[src/rtl/vga_timing_pkg.sv]
// Shared VGA timing constants (640x480@60) and the axis geometry helper used by
// the timing generator and the pixel pipeline.
package vga_timing_pkg;

    localparam int unsigned VGA_H_VISIBLE = 640;
    localparam int unsigned VGA_H_FRONT   = 16;
    localparam int unsigned VGA_H_SYNC    = 96;
    localparam int unsigned VGA_H_BACK    = 48;
    localparam int unsigned VGA_V_VISIBLE = 480;
    localparam int unsigned VGA_V_FRONT   = 10;
    localparam int unsigned VGA_V_SYNC    = 2;
    localparam int unsigned VGA_V_BACK    = 33;

    typedef enum logic [1:0] {
        AXIS_TOTAL,
        AXIS_SYNC_START,
        AXIS_SYNC_END
    } axis_point_e;

    // Landmark positions on one axis: sync occupies [SYNC_START, SYNC_END).
    function automatic int unsigned axis_point(input axis_point_e pt,
                                               input int unsigned visible,
                                               input int unsigned front,
                                               input int unsigned sync,
                                               input int unsigned back);
        case (pt)
            AXIS_SYNC_START: return visible + front;
            AXIS_SYNC_END:   return visible + front + sync;
            default:         return visible + front + sync + back;
        endcase
    endfunction

endpackage

[src/rtl/vga_axis_counter.sv]
// One raster axis: position counter with wrap, sync/visible decode and, when
// VGA_TIMING_GEN_SCALE_EN is defined, the pixel-repeat sub-counter.
module vga_axis_counter import vga_timing_pkg::*; #(
    parameter int unsigned VISIBLE = VGA_H_VISIBLE,
    parameter int unsigned FRONT   = VGA_H_FRONT,
    parameter int unsigned SYNC    = VGA_H_SYNC,
    parameter int unsigned BACK    = VGA_H_BACK,
    parameter logic        POL     = 1'b0,
    parameter int unsigned W       = 10,
    parameter int unsigned SCALE   = 2
) (
    input  logic         clk_i,
    input  logic         rst_ni,
    input  logic         clr_i,
    input  logic         adv_i,
    output logic [W-1:0] pos_o,
    output logic         vis_o,
    output logic         sync_o,
    output logic [W-1:0] log_o,
    output logic         first_o,
    output logic         last_o
);

    localparam int unsigned TOTAL      = axis_point(AXIS_TOTAL, VISIBLE, FRONT, SYNC, BACK);
    localparam int unsigned SYNC_START = axis_point(AXIS_SYNC_START, VISIBLE, FRONT, SYNC, BACK);
    localparam int unsigned SYNC_END   = axis_point(AXIS_SYNC_END, VISIBLE, FRONT, SYNC, BACK);

    if (TOTAL > (32'd1 << W)) begin : g_width_err
        $error("vga_axis_counter: W=%0d cannot hold TOTAL-1=%0d", W, TOTAL - 1);
    end
    if (SCALE == 0) begin : g_scale_err
        $error("vga_axis_counter: SCALE must be >= 1");
    end

    logic [W-1:0] cnt_q, cnt_d;
    logic         last;

    assign last = (32'(cnt_q) == TOTAL - 1);

    always_comb begin
        cnt_d = cnt_q;
        if (clr_i)
            cnt_d = '0;
        else if (adv_i)
            cnt_d = last ? '0 : cnt_q + W'(1);
    end

    always_ff @(posedge clk_i or negedge rst_ni) begin
        if (!rst_ni) cnt_q <= '0;
        else         cnt_q <= cnt_d;
    end

    assign pos_o  = cnt_q;
    assign vis_o  = (32'(cnt_q) < VISIBLE);
    assign sync_o = (32'(cnt_q) >= SYNC_START && 32'(cnt_q) < SYNC_END) ? POL : ~POL;
    assign last_o = last;

`ifdef VGA_TIMING_GEN_SCALE_EN
    localparam int unsigned SW = (SCALE > 1) ? $clog2(SCALE) : 1;

    logic [SW-1:0] sub_q, sub_d;
    logic [W-1:0]  log_q, log_d;

    // Counting stops on the last visible position so the logical coordinate
    // never passes floor((VISIBLE-1)/SCALE), even for a partial last pixel.
    always_comb begin
        sub_d = sub_q;
        log_d = log_q;
        if (clr_i || (adv_i && last)) begin
            sub_d = '0;
            log_d = '0;
        end else if (adv_i && (32'(cnt_q) + 1 < VISIBLE)) begin
            if (32'(sub_q) == SCALE - 1) begin
                sub_d = '0;
                log_d = log_q + W'(1);
            end else begin
                sub_d = sub_q + SW'(1);
            end
        end
    end

    always_ff @(posedge clk_i or negedge rst_ni) begin
        if (!rst_ni) begin
            sub_q <= '0;
            log_q <= '0;
        end else begin
            sub_q <= sub_d;
            log_q <= log_d;
        end
    end

    assign log_o   = log_q;
    assign first_o = (sub_q == '0);
`else
    assign log_o   = cnt_q;
    assign first_o = 1'b1;
`endif

endmodule

[src/rtl/vga_timing_gen.sv]
// Parametrised VGA timing generator with registered, mutually aligned outputs.
// Optional pixel-repeat scaler enabled by defining VGA_TIMING_GEN_SCALE_EN.
module vga_timing_gen import vga_timing_pkg::*; #(
    parameter int unsigned H_VISIBLE = VGA_H_VISIBLE,
    parameter int unsigned H_FRONT   = VGA_H_FRONT,
    parameter int unsigned H_SYNC    = VGA_H_SYNC,
    parameter int unsigned H_BACK    = VGA_H_BACK,
    parameter logic        H_POL     = 1'b0,
    parameter int unsigned V_VISIBLE = VGA_V_VISIBLE,
    parameter int unsigned V_FRONT   = VGA_V_FRONT,
    parameter int unsigned V_SYNC    = VGA_V_SYNC,
    parameter int unsigned V_BACK    = VGA_V_BACK,
    parameter logic        V_POL     = 1'b0,
    parameter int unsigned H_W       = 10,
    parameter int unsigned V_W       = 10,
    parameter int unsigned H_SCALE   = 2,
    parameter int unsigned V_SCALE   = 2
) (
    input  logic           pixel_clock,
    input  logic           pixel_reset_n,
    input  logic           run,
    output logic           vga_horizontal_sync,
    output logic           vga_vertical_sync,
    output logic [H_W-1:0] h_pos,
    output logic [V_W-1:0] v_pos,
    output logic           visible_area,
    output logic [H_W-1:0] x,
    output logic [V_W-1:0] y,
    output logic           pixel_tick,
    output logic           line_start,
    output logic           frame_start
);

    // act_q marks the counters as live: it is only set one edge after run is
    // seen high, so the first live output is always the frame origin.
    logic act_q;
    logic clr, h_adv, v_adv;

    logic [H_W-1:0] hc, h_log;
    logic [V_W-1:0] vc, v_log;
    logic           h_vis, h_sync, h_first, h_last;
    logic           v_vis, v_sync, v_first, v_last;

    assign clr   = ~run;
    assign h_adv = run & act_q;
    assign v_adv = h_adv & h_last;

    vga_axis_counter #(
        .VISIBLE(H_VISIBLE), .FRONT(H_FRONT), .SYNC(H_SYNC), .BACK(H_BACK),
        .POL(H_POL), .W(H_W), .SCALE(H_SCALE)
    ) u_h_axis (
        .clk_i  (pixel_clock),
        .rst_ni (pixel_reset_n),
        .clr_i  (clr),
        .adv_i  (h_adv),
        .pos_o  (hc),
        .vis_o  (h_vis),
        .sync_o (h_sync),
        .log_o  (h_log),
        .first_o(h_first),
        .last_o (h_last)
    );

    vga_axis_counter #(
        .VISIBLE(V_VISIBLE), .FRONT(V_FRONT), .SYNC(V_SYNC), .BACK(V_BACK),
        .POL(V_POL), .W(V_W), .SCALE(V_SCALE)
    ) u_v_axis (
        .clk_i  (pixel_clock),
        .rst_ni (pixel_reset_n),
        .clr_i  (clr),
        .adv_i  (v_adv),
        .pos_o  (vc),
        .vis_o  (v_vis),
        .sync_o (v_sync),
        .log_o  (v_log),
        .first_o(v_first),
        .last_o (v_last)
    );

    logic unused_v;
    assign unused_v = v_first ^ v_last;

    logic           hsync_q, hsync_d, vsync_q, vsync_d;
    logic [H_W-1:0] hpos_q, hpos_d, x_q, x_d;
    logic [V_W-1:0] vpos_q, vpos_d, y_q, y_d;
    logic           vis_q, vis_d, tick_q, tick_d, ls_q, ls_d, fs_q, fs_d;

    always_comb begin
        hsync_d = ~H_POL;
        vsync_d = ~V_POL;
        hpos_d  = '0;
        vpos_d  = '0;
        vis_d   = 1'b0;
        x_d     = '0;
        y_d     = '0;
        tick_d  = 1'b0;
        ls_d    = 1'b0;
        fs_d    = 1'b0;
        if (h_adv) begin
            hsync_d = h_sync;
            vsync_d = v_sync;
            hpos_d  = hc;
            vpos_d  = vc;
            vis_d   = h_vis & v_vis;
            x_d     = h_log;
            y_d     = v_log;
            tick_d  = h_vis & v_vis & h_first;
            ls_d    = (hc == '0);
            fs_d    = (hc == '0) && (vc == '0);
        end
    end

    always_ff @(posedge pixel_clock or negedge pixel_reset_n) begin
        if (!pixel_reset_n) begin
            act_q   <= 1'b0;
            hsync_q <= ~H_POL;
            vsync_q <= ~V_POL;
            hpos_q  <= '0;
            vpos_q  <= '0;
            vis_q   <= 1'b0;
            x_q     <= '0;
            y_q     <= '0;
            tick_q  <= 1'b0;
            ls_q    <= 1'b0;
            fs_q    <= 1'b0;
        end else begin
            act_q   <= run;
            hsync_q <= hsync_d;
            vsync_q <= vsync_d;
            hpos_q  <= hpos_d;
            vpos_q  <= vpos_d;
            vis_q   <= vis_d;
            x_q     <= x_d;
            y_q     <= y_d;
            tick_q  <= tick_d;
            ls_q    <= ls_d;
            fs_q    <= fs_d;
        end
    end

    assign vga_horizontal_sync = hsync_q;
    assign vga_vertical_sync   = vsync_q;
    assign h_pos               = hpos_q;
    assign v_pos               = vpos_q;
    assign visible_area        = vis_q;
    assign x                   = x_q;
    assign y                   = y_q;
    assign pixel_tick          = tick_q;
    assign line_start          = ls_q;
    assign frame_start         = fs_q;

endmodule

[config.mk]
export PLATFORM = sky130hd
export DESIGN_NAME = vga_timing_gen
export DESIGN_NICKNAME = d
export VERILOG_FILES = /design/src/rtl/vga_timing_pkg.sv /design/src/rtl/vga_axis_counter.sv /design/src/rtl/vga_timing_gen.sv
export SDC_FILE = /design/constraint.sdc
export NUM_CORES = 1
export LEC_CHECK = 0
export BUFFER_PORTS_ARGS = -buffer_cell sky130_fd_sc_hd__buf_2
export CORE_UTILIZATION = 53
export CTS_CLUSTER_SIZE = 8
export DETAILED_ROUTE_END_ITERATION = 8
export PLACE_DENSITY_LB_ADDON = 0.15
export SYNTH_ARGS = -nofsm -noshare
export SYNTH_HDL_FRONTEND = slang
export SYNTH_SLANG_ARGS = --single-unit
[constraint.sdc]
create_clock -name pixel_clock -period 1.9 [get_ports pixel_clock]
set_input_delay 0.095 -clock pixel_clock [delete_from_list [all_inputs] [get_ports pixel_clock]]
set_output_delay 0.095 -clock pixel_clock [all_outputs]
set_load 0.02 [all_outputs]
==> key figures, run 1 <==
Synth
  – Yosys warns: 0
  – Post-Syn Area: 2181 µm²
  – Flops & latches, synth: 46
  – Post-synth EDFFs: 0
  – Unique masters post-synth: 46
  – Syn avg cell area: between 10 and 15 µm²
  – Syn Nets: ~220
  – Sequential area share after synthesis: 52.90%
  – Post-Syn Instances: between 200 and 250
  – Ys async rst share: 100.0%
  – Top FF cell, synth: dfrtp_1

Finish
  – Fillers: between 200 and 300
  – P&R area growth vs syn: 16.18%
  – Final nets: 260
  – Ant diodes: 0
  – Post-layout util: between 60% and 70%
  – Layout cells sized above 1: between 30% and 40%

Clocking
  – Post-CTS Repair Setup Buffers: 0
  – Root buffer cell: clkbuf_8
  – Clock sink count: 46
  – H-tree depth: 2
  – CTS tree: built
  – Worst-skew pair later-pin latency: 300 ps
  – Worst-case clock buffer depth: 2
  – CTS buffer count: 5
  – Clock slew seen by the registers of the worst setup and hold paths: around 80 ps

Timing
  – Worst setup margin: roughly 90 ps
  – Slew Viols, Final: 0
  – Max Clk Rate: around 550 MHz
  – Fin Hold WS: around 21 ps
  – Final hold vios: 0
  – Fin crit share: around 95%
  – Final Critical Period: ~1800 ps
  – # setup viols final: 0
  – Worst Skew: between 3 and 4 ps
  – Fin Setup TNS: 0 ps
  – Slew Limit Headroom: 68.13%
  – Worst slew pin tran: around 480 ps

Floorplan
  – CORE AREA: approximately 3800 µm²
  – Die X: about 66 µm
  – IO Pins: 49
  – Initial Util: a little under three fifths
  – Die area: 4375 µm²
  – Cell row count: 22
  – Die Y: around 66 µm

Placed design
  – I/O Buffers: between 40 and 50
  – Dpl hpwl: a little over 3000 µm
  – Worst slack at placement: roughly 57 ps
  – GP Congestion: between 0.8 and 0.9

Critical path
  – Path type of the worst setup path: register to register
  – Data required time at the worst endpoint: between 2000 and 2500 ps
  – Startpoint type of the worst setup path: register
  – Worst R2R Start: u_v_axis.log_o[1]
  – Critical Path Start: u_v_axis.log_o[1]
  – CP endpoint kind: register
  – CP Data Arrival Time: 2030 ps
  – CP Max Fanout: 6

GRT
  – Global Route Usage Sum: 22.62%
  – Gr busiest metal: met2
  – Pin count of the biggest net entering global routing: 21
  – M1 GR Usage: 32.54%
  – Vias in the first global route: around 1500
  – Met2 usage: 33.42%
  – First-pass GRT wire length: ~7300 µm
  – GRT Residual Overflow: 0
  – Initial antenna violation count: 0
  – Grt met3 use: under 10%

Power and ir drop
  – PD cells: a little over 700 nW/µm²
  – Pleak: 1.314 nW
  – Worst VDD drop: 364.2 µV
  – Overall power: 1.812 mW

Drt
  – DR vias/cell: around 5.4
  – Drt first-iter violations: between 90 and 100
  – Total number of vias: roughly 1600
  – DRC: 0
  – Final wirelength: 4285 µm
  – Antenna viol nets, final: 0
  – Avg WL per Cell: ~14 µm
  – Initial DRT Pass Iterations: 5

Job
  – Max-Cap Viols: 0

Hold path
  – Hold_sp: run
  – Worst hold path class: input port to register

Status
  – Status: finished clean
## cells in the mapped netlist (2+ instances only)
cell type  instances  area [µm²]
a21o_1             2       15.01
a21oi_1            7       35.03
a22o_1             2       17.52
a31oi_1            3       18.77
and3_1            14       87.58
and4_1             5       43.79
buf_4             21       157.7
clkbuf_1           4       15.01
dfrtp_1           44        1101
dfstp_2            2       52.55
ha_1               4       50.05
inv_1             13       48.80
nand2_1           14       52.55
nand3_1           10       50.05
nand4_1            2       12.51
nor2_1            16       60.06
nor3_1             3       15.01
nor4b_1            3       26.28
o21ai_0           10       50.05
or2_2              2       12.51
or4_1              3       22.52
xor2_1             3       26.28
## through the flow
step | instance area (µm²) | cells
detailed placement | 2392 | 293
finish | 2534 | 302
floorplan | 2181 | 211
CTS | 2525 | 302
global placement | 2392 | 293
global route | 2534 | 302
## worst max-delay path: stages (launching register included)
cell,delay (ps)
dfrtp_1,410
inv_1,80
ha_1,190
nor4b_2,190
a31oi_2,330
or4b_1,450
o21ai_0,80
## cell usage in the layout (no fill, tap or decap), drive strengths merged, types with 3 or more instances in the layout
cell type and count:
nand2 14, nor4b 4, clkbuf 6, dfrtp 44, buf 62, nor3 3
o21ai 10, nand3 10, and3 15, a21oi 7, or4 3, nor2 16
xor2 3, inv 13, a31oi 4, ha 4, and4 5
## state kept, by name (all words and copies together), names as in the netlist
signal               count
pixel_tick               1
line_start               1
x                       10
y                       10
vga_vertical_sync        1
u_h_axis.log_o          10
u_v_axis.log_o          10
act_q                    1
vga_horizontal_sync      1
frame_start              1
## routing by layer
metal / share of wire [%] / vias to the layer above
met1: 49 / 759
met5: 0 / -
met3: 6.5 / 7
met2: 43 / 77
met4: 1.5 / 0
li1: - / 798
## final cells by class
type | instances | area, µm² | share of cell area [%]
Inverter | 13 | 48.80 | 1.926
Timing Repair Buffer | 63 | 355.3 | 14.02
Clock buffer | 6 | 72.57 | 2.864
Clock inverter | 2 | 37.54 | 1.481
Multi-Input combinational cell | 124 | 804.5 | 31.75
Tap cell | 48 | 60.06 | 2.370
Sequential cell | 46 | 1155 | 45.58
## path summary, 6_finish.rpt
check,slack (ps),cells after the start,endpoint
worst min-delay path,20,1,act_q
worst max-delay path,90,6,u_v_axis.log_o[6]
max in group asynchronous,1060,3,x[0]
worst max register to register,90,6,u_v_axis.log_o[6]
min in group asynchronous,270,2,y[0]
worst min register to register,550,1,pixel_tick
## cell families (layout without fill, tap and decap cells)
| kind of cell | Yosys count | after routing | share of synthesized area, % |
|---|---|---|---|
| mux | 2 | 2 | 0.9753 |
| fa+ha+maj | 4 | 4 | 2.295 |
| xor+xnor | 4 | 4 | 1.607 |
| buf+inv | 41 | 84 | 11.13 |
| flops | 46 | 46 | 52.90 |
| compound gates | 32 | 32 | 9.295 |
| simple gates | 82 | 82 | 21.80 |
## power by group
part / total [mW] / leakage (nW) / switching [mW] / internal (mW)
logic: 0.104 / 0.635 / 0.0701 / 0.0341
clock network: 0.713 / 0.0514 / 0.321 / 0.392
registers: 0.995 / 0.628 / 0.00662 / 0.988
total: 1.81 / 1.31 / 0.397 / 1.41
## what timing repair did
action                                  in CTS  in global routing
pin swaps                                    0                  1
resized for setup                            2                  4
hold buffers                                 1                  0
hold endpoints to repair                    16                  0
endpoints found under the setup margin       2                  5
Note: power is estimated with default switching activity, not from simulation.
==> run 2, diff against run 1 <==
Settings changed: HOLD_SLACK_MARGIN set to 0.15.
==> run 2 against run 1 <==
- via count about the same
- sequential share of layout area decreased by 0.18 points
- critical path depth unchanged
- die area unchanged
- final area increased by 0.40%
- flip-flop and latch count unchanged
- combinational power about the same
- power about the same
- count of clock-buffer cells in the layout unchanged
- first-iteration DRC count increased by 13%
- sequential power about the same
==> key figures, run 2 (synthesis results as in run 1) <==
Power and ir drop
  – Psw: 397.8 µW (about the same)
  – Switch share: 21.93% (about the same)
  – Overall power: 1.814 mW (about the same)
  – Worst VDD drop: 364.2 µV (about the same)
  – Sequential power share: 54.9% (about the same)
  – Pint: 1.416 mW (about the same)
  – Clock Power Share: 39.3% (about the same)
  – Logic gate share of total power: 5.8% (about the same)
  – Pleak: 1.318 nW (+0.32%)
  – PD cells: 713.0 nW/µm² (-0.30%)

Critical path
  – CP Data Arrival Time: 2050 ps (+20 ps)
  – CP max stage delay: 450 ps (about the same)
  – Critical Path Start: u_v_axis.log_o[1]
  – CP Cell Sequence: inv_1 -> ha_1 -> nor4b_2 -> a31oi_2 -> or4b_1 -> o21ai_0
  – Worst R2R Start: u_v_axis.log_o[1]
  – Data required time at the worst endpoint: 2120 ps (about the same)
  – Crit path to: u_v_axis.log_o[6]
  – Worst r2r path cells: 6 (unchanged)
  – Critical Path Stages: 6 (unchanged)
  – CP endpoint kind: register
  – Worst reg-to-reg setup slack: 70 ps (-20 ps)
  – Path type of the worst setup path: register to register
  – CP Max Fanout: 6 (unchanged)
  – Cell family with most CP delay: simple AND/OR/NAND/NOR gates
  – Crit-path slowest cell: or4b_1
  – R2r endpoint: u_v_axis.log_o[6]
  – Startpoint type of the worst setup path: register
  – Buf/Inv on CP: 1 (unchanged)

Timing
  – Max Clk Rate: 547.0 MHz (-0.96%)
  – Worst setup margin: 72.01 ps (-17.57 ps)
  – Slew Viols, Final: 0 (unchanged)
  – Final hold vios: 0 (unchanged)
  – # setup viols final: 0 (unchanged)
  – Slew Limit Headroom: 67.83% (-0.30 points)
  – Worst Skew: 3.670 ps (+0.2708 ps)
  – Fin crit share: 96.21% (+0.92 points)
  – Worst slew pin tran: 481.3 ps (+4.508 ps)
  – Final Critical Period: 1828 ps (+17.57 ps)

Drt
  – Drt first-iter violations: 104 (+13%)
  – Final wirelength: 4306 µm (+0.49%)
  – DRC: 0 (unchanged)
  – Antenna viol nets, final: 0 (unchanged)
  – DR vias/cell: 5.419 (-0.27%)
  – Avg WL per Cell: 14.21 µm (+0.16%)
  – Total number of vias: 1642 (+0.061%)
  – Initial DRT Pass Iterations: 5 (unchanged)

Status
  – Status: finished clean

GRT
  – Global Route Usage Sum: 22.65% (+0.037 points)
  – M1 GR Usage: 32.54% (unchanged)
  – Grt met3 use: 5.172% (unchanged)
  – Pin count of the biggest net entering global routing: 21 (unchanged)
  – Initial antenna violation count: 0 (unchanged)
  – Met2 usage: 33.55% (+0.13 points)
  – Gr busiest metal: met2
  – First-pass GRT wire length: 7272 µm (+0.19%)
  – Vias in the first global route: 1498 (+0.40%)
  – GRT Residual Overflow: 0 (unchanged)

Floorplan
  – IO Pins: 49 (unchanged)
  – Die Y: 66.15 µm (unchanged)
  – Cell row count: 22 (unchanged)
  – CORE AREA: 3799 µm² (unchanged)
  – Die area: 4375 µm² (unchanged)
  – Die X: 66.15 µm (unchanged)
  – Initial Util: 57.41% (unchanged)

Finish
  – Final nets: 261 (+0.38%)
  – P&R area growth vs syn: 16.64%
  – Most common cell after layout, fill and taps aside: buf_2
  – Ant diodes: 0 (unchanged)
  – Layout cells sized above 1: 32.94% (-0.13 points)
  – Most frequent cells in the layout: buf_2 (48), dfrtp_1 (43), nor2_1 (16)

Clocking
  – H-tree depth: 2 (unchanged)
  – Worst-skew pair later-pin latency: 300 ps (about the same)
  – Post-CTS Repair Setup Buffers: 0 (unchanged)
  – Clock slew seen by the registers of the worst setup and hold paths: 80 ps (about the same)
  – CTS buffer count: 5 (unchanged)
  – CTS tree: built
  – Root buffer cell: clkbuf_8
  – Worst-case clock buffer depth: 2 (unchanged)
  – Clock sink count: 46 (unchanged)

Placed design
  – I/O Buffers: 48 (unchanged)
  – GP Congestion: 0.8898 (unchanged)
  – Worst slack at placement: 57.20 ps (unchanged)
  – Dpl hpwl: 3094 µm (unchanged)

Hold path
  – Worst hold path class: input port to async pin

Job
  – Max-Cap Viols: 0 (unchanged)
[run 2: cell count changes in the layout (fill, tap and decap cells not counted), sizes merged]
cell,change
dlygate4sd3,+1
[run 2: per-layer routing]
metal / share of wire (%) / vias to the layer above / routed length (µm)
met1: 48 / 763 / 2072
li1: - / 799 / -
met3: 7.2 / 7 / 309
met2: 43 / 73 / 1859
met5: 0 / - / 0
met4: 1.5 / 0 / 65
[run 2: area by class of cell]
cell class / instances / area [µm²]
fillers: 284 / 1255
flip-flops and latches: 46 / 1155
multi-input cells: 124 / 804.5
repair buffers: 64 / 365.4
clock buffers: 6 / 72.57
well taps: 48 / 60.06
inverters: 13 / 48.80
clock inverters: 2 / 37.54
[run 2: power groups by stage]
| stage | sequential (mW) | clock (mW) | combinational [mW] |
|---|---|---|---|
| after floorplan | 1.02 | 0 | 0.0479 |
| after global placement | 1.01 | 0 | 0.103 |
| after detailed placement | 1.01 | 0 | 0.103 |
| after CTS | 0.995 | 0.729 | 0.107 |
| after global routing | 0.997 | 0.777 | 0.119 |
| final | 0.995 | 0.713 | 0.105 |
[run 2: worst min-delay path by stage]
stage / to / slack [ps]
global placement: y[0] / 70
detailed placement: y[0] / 70
floorplan: act_q / -200
global route: y[0] / 300
finish: y[0] / 270
CTS: u_h_axis.log_o[5] / 290
[run 2: repair_timing]
item                                    CTS  global route
cloned                                    0             0
hold endpoints to repair                 19             0
pin swaps                                 0             1
hold buffers                              2             0
resized for setup                         2             4
endpoints found under the setup margin    2             5
[run 2: through the flow]
stage	std cells	hold slack, ps	util (%)	setup TNS (ps)	area, µm²
after detailed placement	293	71.49	62.98	0	2392
after global routing	303	302.9	66.96	-1.849	2544
after CTS	303	286.3	66.73	0	2535
final	303	272.2	66.96	0	2544
after global placement	293	65.97	62.98	0	2392
after floorplan	211	-200.6	-	0	2181
